==> src/rtl/prog_loader_pkg.sv <==
// rtl/prog_loader_pkg.sv - shared types and constants for the program loader
package prog_loader_pkg;

    typedef enum logic [2:0] {
        S_IDLE   = 3'd0,
        S_LEN_LO = 3'd1,
        S_LEN_HI = 3'd2,
        S_DATA   = 3'd3,
        S_CHECK  = 3'd4,
        S_DONE   = 3'd5,
        S_ERROR  = 3'd6
    } state_t;

    // The word count arrives least-significant byte first.
    localparam bit LEN_LSB_FIRST     = 1'b1;
    localparam int CKSUM_W           = 8;
    localparam int DEFAULT_MAX_WORDS = 16384;

    function automatic logic is_busy(input state_t s);
        return (s == S_LEN_LO) || (s == S_LEN_HI) || (s == S_DATA) || (s == S_CHECK);
    endfunction

endpackage

==> src/rtl/prog_loader_cksum.sv <==
// rtl/prog_loader_cksum.sv - modulo-256 byte accumulator with clear and add enable
module prog_loader_cksum
    import prog_loader_pkg::*;
(
    input  logic               clk,
    input  logic               reset_n,
    input  logic               clear,
    input  logic               add_en,
    input  logic [CKSUM_W-1:0] data,
    output logic [CKSUM_W-1:0] sum
);

    always_ff @(posedge clk or negedge reset_n) begin
        if (!reset_n) begin
            sum <= '0;
        end else if (clear) begin
            sum <= '0;
        end else if (add_en) begin
            sum <= sum + data;
        end
    end

endmodule

==> src/rtl/prog_loader.sv <==
// rtl/prog_loader.sv - streams a length-prefixed, checksummed image into program memory
module prog_loader
    import prog_loader_pkg::*;
#(
    parameter int ADDR_W    = 15,
    parameter int MAX_WORDS = DEFAULT_MAX_WORDS
) (
    input  logic              clk,
    input  logic              reset_n,
    input  logic              start,
    input  logic              abort,
    input  logic [7:0]        rx_data,
    input  logic              rx_valid,
    output logic              rx_ready,
    output logic [7:0]        mem_data,
    output logic [ADDR_W-1:0] mem_addr,
    output logic              mem_we,
    output logic              cpu_hold,
    output logic              busy,
    output logic              done,
    output logic              error
);

    localparam logic [16:0] MAX_W = 17'(MAX_WORDS);

    state_t              state;
    state_t              state_nxt;
    logic [7:0]          len_first;
    logic [16:0]         bytes_left;
    logic [ADDR_W-1:0]   addr_cnt;
    logic [CKSUM_W-1:0]  sum;
    logic [CKSUM_W-1:0]  sum_chk;
    logic [15:0]         count;
    logic                xfer;
    logic                start_ok;
    logic                data_xfer;

    // rx_ready is only ever high in a loading state, so abort is the sole extra veto.
    assign xfer      = rx_valid && rx_ready && !abort;
    assign data_xfer = xfer && (state == S_DATA);
    assign start_ok  = start && ((state == S_IDLE) || (state == S_DONE) || (state == S_ERROR));
    assign count     = LEN_LSB_FIRST ? {rx_data, len_first} : {len_first, rx_data};
    assign sum_chk   = sum + rx_data;
    assign cpu_hold  = busy | mem_we;

    prog_loader_cksum u_cksum (
        .clk     (clk),
        .reset_n (reset_n),
        .clear   (start_ok),
        .add_en  (xfer && ((state == S_DATA) || (state == S_CHECK))),
        .data    (rx_data),
        .sum     (sum)
    );

    always_comb begin
        state_nxt = state;
        case (state)
            S_IDLE, S_DONE, S_ERROR: if (start) state_nxt = S_LEN_LO;
            S_LEN_LO: begin
                if (abort)     state_nxt = S_ERROR;
                else if (xfer) state_nxt = S_LEN_HI;
            end
            S_LEN_HI: begin
                if (abort) state_nxt = S_ERROR;
                else if (xfer) begin
                    if (count == 16'd0)             state_nxt = S_CHECK;
                    else if ({1'b0, count} > MAX_W) state_nxt = S_ERROR;
                    else                            state_nxt = S_DATA;
                end
            end
            S_DATA: begin
                if (abort)                              state_nxt = S_ERROR;
                else if (xfer && bytes_left == 17'd1)   state_nxt = S_CHECK;
            end
            S_CHECK: begin
                if (abort)     state_nxt = S_ERROR;
                else if (xfer) state_nxt = (sum_chk == '0) ? S_DONE : S_ERROR;
            end
            default: state_nxt = S_IDLE;
        endcase
    end

    always_ff @(posedge clk or negedge reset_n) begin
        if (!reset_n) begin
            state      <= S_IDLE;
            rx_ready   <= 1'b0;
            busy       <= 1'b0;
            done       <= 1'b0;
            error      <= 1'b0;
            mem_we     <= 1'b0;
            mem_data   <= '0;
            mem_addr   <= '0;
            addr_cnt   <= '0;
            bytes_left <= '0;
            len_first  <= '0;
        end else begin
            state    <= state_nxt;
            rx_ready <= is_busy(state_nxt);
            busy     <= is_busy(state_nxt);
            done     <= (state_nxt == S_DONE);
            error    <= (state_nxt == S_ERROR);
            mem_we   <= data_xfer;
            if (data_xfer) begin
                mem_data   <= rx_data;
                mem_addr   <= addr_cnt;
                addr_cnt   <= addr_cnt + 1'b1;
                bytes_left <= bytes_left - 17'd1;
            end
            if (xfer && state == S_LEN_LO) len_first <= rx_data;
            if (xfer && state == S_LEN_HI) bytes_left <= {count, 1'b0};
            if (start_ok) begin
                addr_cnt   <= '0;
                bytes_left <= '0;
                len_first  <= '0;
            end
        end
    end

endmodule

==> config.mk <==
export PLATFORM = sky130hd
export DESIGN_NAME = prog_loader
export DESIGN_NICKNAME = d
export VERILOG_FILES = /design/src/rtl/prog_loader_pkg.sv /design/src/rtl/prog_loader_cksum.sv /design/src/rtl/prog_loader.sv
export SDC_FILE = /design/constraint.sdc
export NUM_CORES = 1
export LEC_CHECK = 0
export ABC_CLOCK_PERIOD_IN_PS = 3300
export CORE_ASPECT_RATIO = 0.6
export CORE_MARGIN = 5
export CORE_UTILIZATION = 55
export DETAILED_ROUTE_END_ITERATION = 12
export GPL_ROUTABILITY_DRIVEN = 0
export PLACE_DENSITY = 0.73
export SLEW_MARGIN = 5
export SYNTH_ARGS = -nofsm -noshare
export SYNTH_HDL_FRONTEND = slang
export SYNTH_SLANG_ARGS = --single-unit
==> constraint.sdc <==
create_clock -name clk -period 3.3 [get_ports clk]
set_clock_uncertainty 0.15 [all_clocks]
set_input_delay 0.33 -clock clk [delete_from_list [all_inputs] [get_ports clk]]
set_output_delay 0.33 -clock clk [all_outputs]
set_load 0.02 [all_outputs]
==> results.py <==
metrics = {
    "critical_path": {
        "start_kind": "input port",
        "rr_startpoint": "u_cksum.sum[0]",
        "cp_slowest_stage_delay_ns": 0.45,
        "cp.required_ns": 3.37,
        "startpoint": "rx_data[0]",
        "crit_arrival_ns": 2.96,
        "crit_chain": "clkdlybuf4s50_1, ha_1, fa_1, a211oi_1, nor2_1, xor2_1, nor4_1, a31o_2, nand4b_1, xor2_1",
        "cp_slowest_cell": "clkdlybuf4s50_1",
        "crit_fanout": 3,
        "crit_family": "adder cells",
        "crit_path_frequent_cell": "xor2_1",
        "critPathKind": "input port to flop",
        "endpoint_kind": "flop",
        "path_buf_inv": 1,
    },
    "die": {
        "die_height_um": 77.70,
        "io-pin-count": 42,
        "core_um2": 7357,
        "die-area_um2": 9544,
        "die_w_um": 122.8,
        "initial_core_util_pct": 57.11,
        "fp-row-count": 24,
    },
    "final_layout": {
        "final_area_um2": 5087,
        "num_antenna_cells": 0,
        "drive_above_1_share_pct": 9.496,
        "syn2layout_area_growth_pct": 21.08,
        "final_cell_mix": "97 x nand2_1, 78 x dfrtp_1, 54 x nor2_1",
        "fin_nets": 535,
        "fin_cells": 620,
        "final_util_pct": 69.15,
        "layout_commonest_cell": "nand2_1",
    },
    "timing": {
        "finalHoldViolations": 19,
        "maxSlewViolCount": 0,
        "relSlewSlack_pct": 35.15,
        "period_share_pct": 87.57,
        "worst_slew_pin_slew_ns": 0.9727,
        "setup_slack_ns": 0.4102,
        "grt_setup_unrepaired": "no",
        "period_minus_slack_ns": 2.890,
        "fmax_mhz": 346.0,
        "setup_viol": 0,
        "whs_ns": -0.01145,
        "fin_setup_tns_ns": 0,
    },
    "route": {
        "wl_per_cell_um": 16.45,
        "drtPass1Iterations": 5,
        "antenna_left": 0,
        "drt-total-wl_mm": 10.20,
        "drt-vias-per-instance": 5.726,
        "drcViolationCount": 0,
        "vias": 3550,
        "drt_iter0_drc": 328,
    },
    "logic_synthesis": {
        "syn-cell-area_um2": 4202,
        "synth.distinct_cells": 57,
        "ys.warnings.count": 0,
        "synth_top_flop_cell": "dfrtp_1",
        "synthArstFlopShare_pct": 100.0,
        "ys_seq_elements": 78,
        "avgSynthCellArea_um2": 9.055,
        "synth_edf_count": 0,
        "ys_seq_area_share_pct": 46.46,
        "synth_nets": 488,
        "synth_cells": 464,
    },
    "grt": {
        "grt_pass1_wl_mm": 17.01,
        "grt_util_all_layers_pct": 23.13,
        "grt_pass1_vias": 3291,
        "grt_start_max_net_pins": 79,
        "antenna_found_initial": 0,
        "grt_overflow": 0,
    },
    "power_and_ir_drop": {
        "ir_worst_vdd_v": 0.0005198,
        "leakage_nw": 2.375,
        "powerDensity_nw_per_um2": 835.3,
    },
    "cts": {
        "cts-resized-gates": 0,
        "cts_sinks": 78,
        "cts-root-buf": "clkbuf_16",
        "cts_buffers": 9,
        "clk_path_buf_depth": 2,
        "htreeDepth": 3,
        "ctsHoldBuffers": 0,
        "post-cts-setup-buffer-count": 0,
        "cts_tree": "yes",
        "path_clk_slew_ns": 0.07,
        "clk_latency_ns": 0.35,
    },
    "placement": {
        "dpl.cell_count": 604,
        "place.detailed.hpwl_mm": 7.170,
        "io_buffers": 41,
        "place_area_um2": 4760,
        "dp_slack_ns": 0.08686,
    },
    "worst_hold_path": {
        "worst_hold_path_type": "input port to asynchronous set/reset pin",
    },
    "run": {
        "drv_cap": 0,
    },
    "run_status": {
        "status": "finished, violations left",
        "violations": "negative hold slack",
    },
}
flip-flops by register name (all words and copies together) (netlist names):
register	cells
state	3
mem_data	8
done	1
u_cksum.sum	8
mem_we	1
bytes_left	17
addr_cnt	15
mem_addr	15
len_first	8
error	1
busy	1
per-layer routing:
metal | GRT usage (%) | wire (µm)
met4 | 4.358 | 107
met1 | 35.62 | 5184
met5 | 0 | 0
met3 | 7.485 | 693
met2 | 31.93 | 4211
report_power, final:
part	switching (mW)	internal [mW]	total (mW)
logic	0.959	0.755	1.71
registers	0.254	1.18	1.44
clock network	0.425	0.673	1.10
total	1.64	2.61	4.25
final cells by class:
| type | count | area [µm²] |
|---|---|---|
| fillers | 581 | 2270 |
| multi-input cells | 355 | 2096 |
| flip-flops and latches | 78 | 1952 |
| repair buffers | 58 | 548.0 |
| clock buffers | 9 | 225.2 |
| well taps | 104 | 130.1 |
| clock inverters | 7 | 102.6 |
| inverters | 9 | 33.78 |
path summary, 6_finish.rpt:
check	slack, ns	to	cells after the start
worst max-delay path	0.41	busy	10
worst min-delay path	-0.01	mem_addr[3]	1
worst max register to register	0.50	busy	9
worst min register to register	0.32	mem_addr[10]	2
max in group asynchronous	2.38	mem_we	1
min in group clk	0.32	mem_addr[10]	2
synthesized netlist by cell type (2+ instances only):
cell type	number	area share [%]
ha_1	10	3.0
nor3b_1	6	1.1
nand2b_1	8	1.2
xnor2_1	19	4.0
dfrtp_1	78	46
a21o_1	4	0.71
inv_1	9	0.80
nand4b_1	3	0.63
nand3_1	6	0.71
mux2i_1	8	1.9
or3_1	9	1.3
nand2_1	97	8.7
or4_4	2	0.54
o21ai_0	18	2.1
buf_4	3	0.54
clkbuf_1	15	1.3
nor4_1	7	1.0
nand4_1	5	0.74
o31ai_1	6	1.1
mux2_2	2	0.54
o21a_1	2	0.36
and2_2	2	0.36
a211oi_1	15	2.7
nor3_1	16	1.9
nor2b_1	4	0.60
a31oi_1	2	0.30
xor2_1	9	1.9
clkbuf_8	2	0.66
nor2_1	54	4.8
and2_1	2	0.30
a21oi_1	15	1.8
metrics by stage:
step | hold slack [ns] | total power, mW
finish | -0.01145 | 4.250
global route | 0.08711 | 4.528
CTS | 0.02929 | 4.252
detailed placement | 0.3119 | 3.137
global placement | 0.3067 | 3.080
floorplan | -0.1156 | 2.646
logic make-up after synthesis:
family | share of synthesized area, %
simple gates | 26.41
flops | 46.46
compound gates | 11.67
buf+inv | 3.722
xor+xnor | 5.837
fa+ha+maj | 3.454
mux | 2.442
worst reg2reg max path: stages (launching register included):
cell and delay, ns:
dfrtp_1 0.38, ha_1 0.22, fa_1 0.42, a211oi_1 0.35, nor2_1 0.11, xor2_1 0.17, nor4_1 0.40, a31o_2 0.23
nand4b_1 0.10, xor2_1 0.15
(Power assumes the default switching activity.)
==> variant 1 (config.mk and constraints unchanged) <==
The package constant `LEN_LSB_FIRST` goes from 1'b1 to 1'b0.
--- a/src/rtl/prog_loader_pkg.sv
+++ b/src/rtl/prog_loader_pkg.sv
@@ -14,3 +14,3 @@
     // The word count arrives least-significant byte first.
-    localparam bit LEN_LSB_FIRST     = 1'b1;
+    localparam bit LEN_LSB_FIRST     = 1'b0;
     localparam int CKSUM_W           = 8;
Check against the original RTL: not equivalent (Yosys sat finds a counterexample within 4 cycles, from zero or initial values and one cycle with reset_n low).
==> variant 1 against the unedited design <==
- the run still ends with negative hold slack left
- routed wire length fell by 8.1%
- utilization shrank 1.5 points
- design area down 4.2%
- synthesized area is 3.4% lower
- die area fell by 3.1%
- total power down 8.4%
- sequential cell count is the same
- setup slack improved by 0.075 ns
- global-route usage decreased by 1.2 points
- worst hold slack is essentially flat
- clock power decreased by 8%
- critical path type unchanged
- critical endpoint unchanged
==> variant 1: results (changes against the unedited design) <==
status: "finished with violations"
violations: "negative hold slack"
antenna_found_initial: 0  # unchanged
layout_top_registers: "bytes_left (17), addr_cnt (15), mem_addr (15)"
p_leak_uw: 0.00230  # -3.0%
drtIter0Drc: 363  # +11%
grt_max_degree: 79  # unchanged
grt_pass1_wl_um: 16000  # -5.9%
relSlewSlack_pct: 34.8  # -0.35 points
ys_top_cells_by_count: "dfrtp_1 (78), nor2_1 (63), mux2_2 (23), nand2_1 (23), xnor2_1 (21)"
ys_warn_count: 0  # unchanged
hold_violations: 12  # -7
hold_path_class: "input port to async pin"
synth_cell_types: 51  # -11%
drive_gt1_share_pct: 12.4  # +2.9 points
coreArea_um2: 7210  # -2.0%
hold_ws_ns: -0.0119  # -0.000412 ns
vias: 3126  # -12%
post_cts_buffers: 0  # unchanged
clkTransAtPathRegs_ns: 0.06
cp_data_arrival_time_ns: 2.92  # -0.04 ns
wire_per_inst_um: 17.5  # +6.5%
syn_nets: 424  # -13%
irDropWorstVdd_mv: 0.481  # -7.5%
fillers: 558  # -4.0%
yosysSeqAreaShare_pct: 48.1  # +1.6 points
hpwl_um: 6380  # -11%
async_flop_share_pct: 100  # unchanged
worstPathMaxFanout: 3  # unchanged
cts.htree.levels: 3  # unchanged
grt_usage_pct: 21.9  # -1.2 points
grt_pass1_vias: 3038  # -7.7%
synthTopCellsByArea: "dfrtp_1 (48%), mux2_2 (6.4%), nor2_1 (5.8%)"
drt-pass1-iter-count: 7  # +2
cts_buffer_depth: 2  # unchanged
port_buffers: 41  # unchanged
diodes: 0  # unchanged
cts_buffers: 9  # unchanged
nets: 464  # -13%
clock_latency_ns: 0.34
clk_root_buffer_cell: "clkbuf_16"
post_cts_resized: 0  # unchanged
==> variant 1: cell count changes after synthesis, moves of 6 or more <==
cell,unedited run,this run
mux2_2,2,23
mux2i_1,8,16
nand2_1,97,23
nor2_1,54,63
nor3_1,16,10
o21ai_0,18,11
==> variant 1: logic make-up after synthesis <==
| logic type | Yosys count | synth area share (%) |
|---|---|---|
| and+or+nand+nor | 149 | 17.8 |
| DFF | 78 | 48.1 |
| AOI/OAI and AO/OA | 63 | 10.4 |
| muxes | 39 | 10.3 |
| xor gates and xnor gates | 33 | 7.12 |
| buffers and inverters | 27 | 2.65 |
| adders and majority gates | 11 | 3.58 |
==> variant 1: per-layer routing <==
layer / global-route usage [%] / share of wire (%) / up-vias
met5: 0 / 0 / -
met2: 29.3 / 42 / 114
met3: 7.42 / 7.5 / 7
li1: - / - / 1488
met4: 5.20 / 0.97 / 0
met1: 33.8 / 50 / 1517
==> variant 1: layout make-up <==
class,count,area [um2],share of cell area (%)
multi-input combinational,295,2010,41.2
sequential,78,1950,40.1
timing repair buffer,48,460,9.45
clock buffer,12,267,5.47
tap,91,114,2.34
clock inverter,3,42.5,0.873
inverter,8,30.0,0.616
==> variant 1: path summary, 6_finish.rpt <==
| check | end | start | slack [ns] | depth (start not counted) |
|---|---|---|---|---|
| worst max-delay path | busy | rx_data[0] | 0.49 | 10 |
| worst min-delay path | u_cksum.sum[0] | reset_n | -0.01 | 1 |
| worst max register to register | busy | u_cksum.sum[0] | 0.57 | 9 |
| worst min register to register | mem_addr[4] | mem_addr[4] | 0.36 | 1 |
| max in group asynchronous | mem_data[2] | reset_n | 2.36 | 1 |
| min in group clk | mem_addr[4] | mem_addr[4] | 0.36 | 1 |
==> variant 1: power breakdown <==
part,leakage (uW),internal (uW),switching (uW)
clock network,0.000151,642,373
registers,0.00107,1170,218
logic,0.00108,658,829
==> variant 1: metrics by stage <==
step | setup slack [ns] | cell area [um2] | hold WS, ns | instances | util, %
after detailed placement | 0.150 | 4560 | 0.346 | 520 | 63.3
after floorplan | 0.837 | 4060 | -0.116 | 400 | -
after global placement | 0.253 | 4560 | 0.339 | 520 | 63.3
after global routing | 0.306 | 4870 | 0.0908 | 535 | 67.6
final | 0.486 | 4870 | -0.0119 | 535 | 67.6
after CTS | 0.498 | 4870 | 0.0365 | 535 | 67.6
==> variant 1: critical path, stage by stage <==
cell	delay (ns)
clkdlybuf4s50_1	0.43
ha_1	0.24
fa_1	0.41
xnor2_1	0.25
o2111ai_1	0.19
or4_1	0.42
nor4_1	0.29
a21oi_2	0.12
nand3_1	0.11
xor2_1	0.14
==> variant 2 (same flow settings) <==
Without the edit above. Put one more register stage on the output `error`, without a reset. The value now appears one clock later. The other outputs are not delayed to match.
--- a/src/rtl/prog_loader.sv
+++ b/src/rtl/prog_loader.sv
@@ -24,2 +24,4 @@
     localparam logic [16:0] MAX_W = 17'(MAX_WORDS);
+
+    logic error_s0;
 
@@ -88,3 +90,3 @@
             done       <= 1'b0;
-            error      <= 1'b0;
+            error_s0   <= 1'b0;
             mem_we     <= 1'b0;
@@ -100,3 +102,3 @@
             done     <= (state_nxt == S_DONE);
-            error    <= (state_nxt == S_ERROR);
+            error_s0 <= (state_nxt == S_ERROR);
             mem_we   <= data_xfer;
@@ -118,2 +120,6 @@
 
+    always_ff @(posedge clk) begin
+        error <= error_s0;
+    end
+
 endmodule
Check against the original RTL: not equivalent (Yosys sat finds a counterexample within 4 cycles, from zero or initial values and one cycle with reset_n low).
==> variant 2 against the unedited design <==
- routed wire length rose by 4.4%
- synthesized cell count up 0.22%
- setup slack improved by 0.085 ns
- largest power group unchanged
- synthesized area increased by 0.48%
- the flow still finishes with violations (negative hold slack)
- cell count stayed put
- total power rose by 3.1%
- design area rose by 0.76%
- sequential power is essentially flat
- sequential cell count up 1
==> variant 2: results (changes against the unedited design) <==
clock_latency_ns: 0.34
worstPathMaxFanout: 3  # unchanged
synth_xor_area_share_pct: 5.81  # -0.028 points
hold_ws_ns: -0.0162  # -0.00480 ns
dp_cells: 605  # +0.17%
cp_data_arrival_time_ns: 2.87  # -0.09 ns
reg2reg_slack_ns: 0.59  # +0.09 ns
grt_max_degree: 79  # unchanged
grt_pass1_vias: 3459  # +5.1%
synthTopCellsByArea: "dfrtp_1 (46%), nand2_1 (8.6%), nor2_1 (4.8%)"
wl_met3_um: 1060  # +53%
met1Wirelength_um: 5220  # +0.62%
wire_per_inst_um: 17.2  # +4.4%
drt-pass1-iter-count: 5  # unchanged
grt_util_met1_pct: 37.2  # +1.6 points
synth_ff_type: "dfrtp_1"
tightest_slew_ns: 1.23  # +0.261 ns
dp_worst_setup_slack_ns: 0.155  # +0.0684 ns
drive_gt1_share_pct: 9.30  # -0.19 points
antenna_found_initial: 0  # unchanged
timing.rr.start: "u_cksum.sum[0]"
drtIter0Drc: 449  # +37%
synth_mux_area_share_pct: 2.43  # -0.012 points
hpwl_um: 7340  # +2.3%
synth_compound_area_share_pct: 11.6  # -0.055 points
hold_violations: 18  # -1
syn_nets: 489  # +0.20%
final_cells: 620  # unchanged
path_delay_family: "adder cells"
hold_path_class: "input port to async pin"
yosysSeqAreaShare_pct: 46.7  # +0.25 points
grt_usage_pct: 24.2  # +1.1 points
grt_use_met2_pct: 32.7  # +0.76 points
violations: "negative hold slack"
grt_pass1_wl_um: 18000  # +5.6%
status: "finished with violations"
fin_crit_ns: 2.80  # -0.0850 ns
synth_cell_types: 58  # +1.8%
p_leak_uw: 0.00239  # +0.80%
syn_inst: 465  # +0.22%
postPlaceCellArea_um2: 4770  # +0.16%
r2r_end: "busy"
r2r_cells: 9  # unchanged
clkTransAtPathRegs_ns: 0.06
post_cts_resized: 0  # unchanged
cts_buffer_depth: 2  # unchanged
cpPeakStageDelay_ns: 0.45  # about the same
cts_buffers: 9  # unchanged
met2WireLength_um: 4270  # +1.3%
vias: 3583  # +0.93%
async_flop_share_pct: 98.7  # -1.3 points
clk_root_buffer_cell: "clkbuf_16"
synthAdderAreaFrac_pct: 3.44  # -0.016 points
irDropWorstVdd_mv: 0.318  # -39%
met3_usage_pct: 8.65  # +1.2 points
nets: 536  # +0.19%
slowest_stage: "clkdlybuf4s50_1"
variant 2: cell types whose count changed in the layout (fill, tap and decap cells not counted), sizes merged:
cell	unedited run	this run
inv	12	9
bufinv	2	4
dfxtp	0	1
variant 2: report_power, final:
part | total [uW] | switching [uW] | internal (uW) | leakage, uW
Clock | 1210 | 402 | 811 | 0.000175
Sequential | 1440 | 241 | 1200 | 0.00107
Combinational | 1730 | 978 | 747 | 0.00115
variant 2: cell type report:
| type | instances | area (um2) |
|---|---|---|
| Clock buffer | 9 | 225 |
| Clock inverter | 6 | 134 |
| Fill cell | 542 | 2230 |
| Inverter | 9 | 33.8 |
| Multi-Input combinational cell | 355 | 2100 |
| Sequential cell | 79 | 1970 |
| Tap cell | 104 | 130 |
| Timing Repair Buffer | 58 | 536 |
variant 2: through the flow:
stage | utilization, % | power [uW]
2_1_floorplan | - | 2660
3_3_place_gp | 64.8 | 3100
3_5_place_dp | 64.8 | 3140
4_1_cts | 69.7 | 4370
5_1_grt | 69.7 | 4660
6_report | 69.7 | 4380
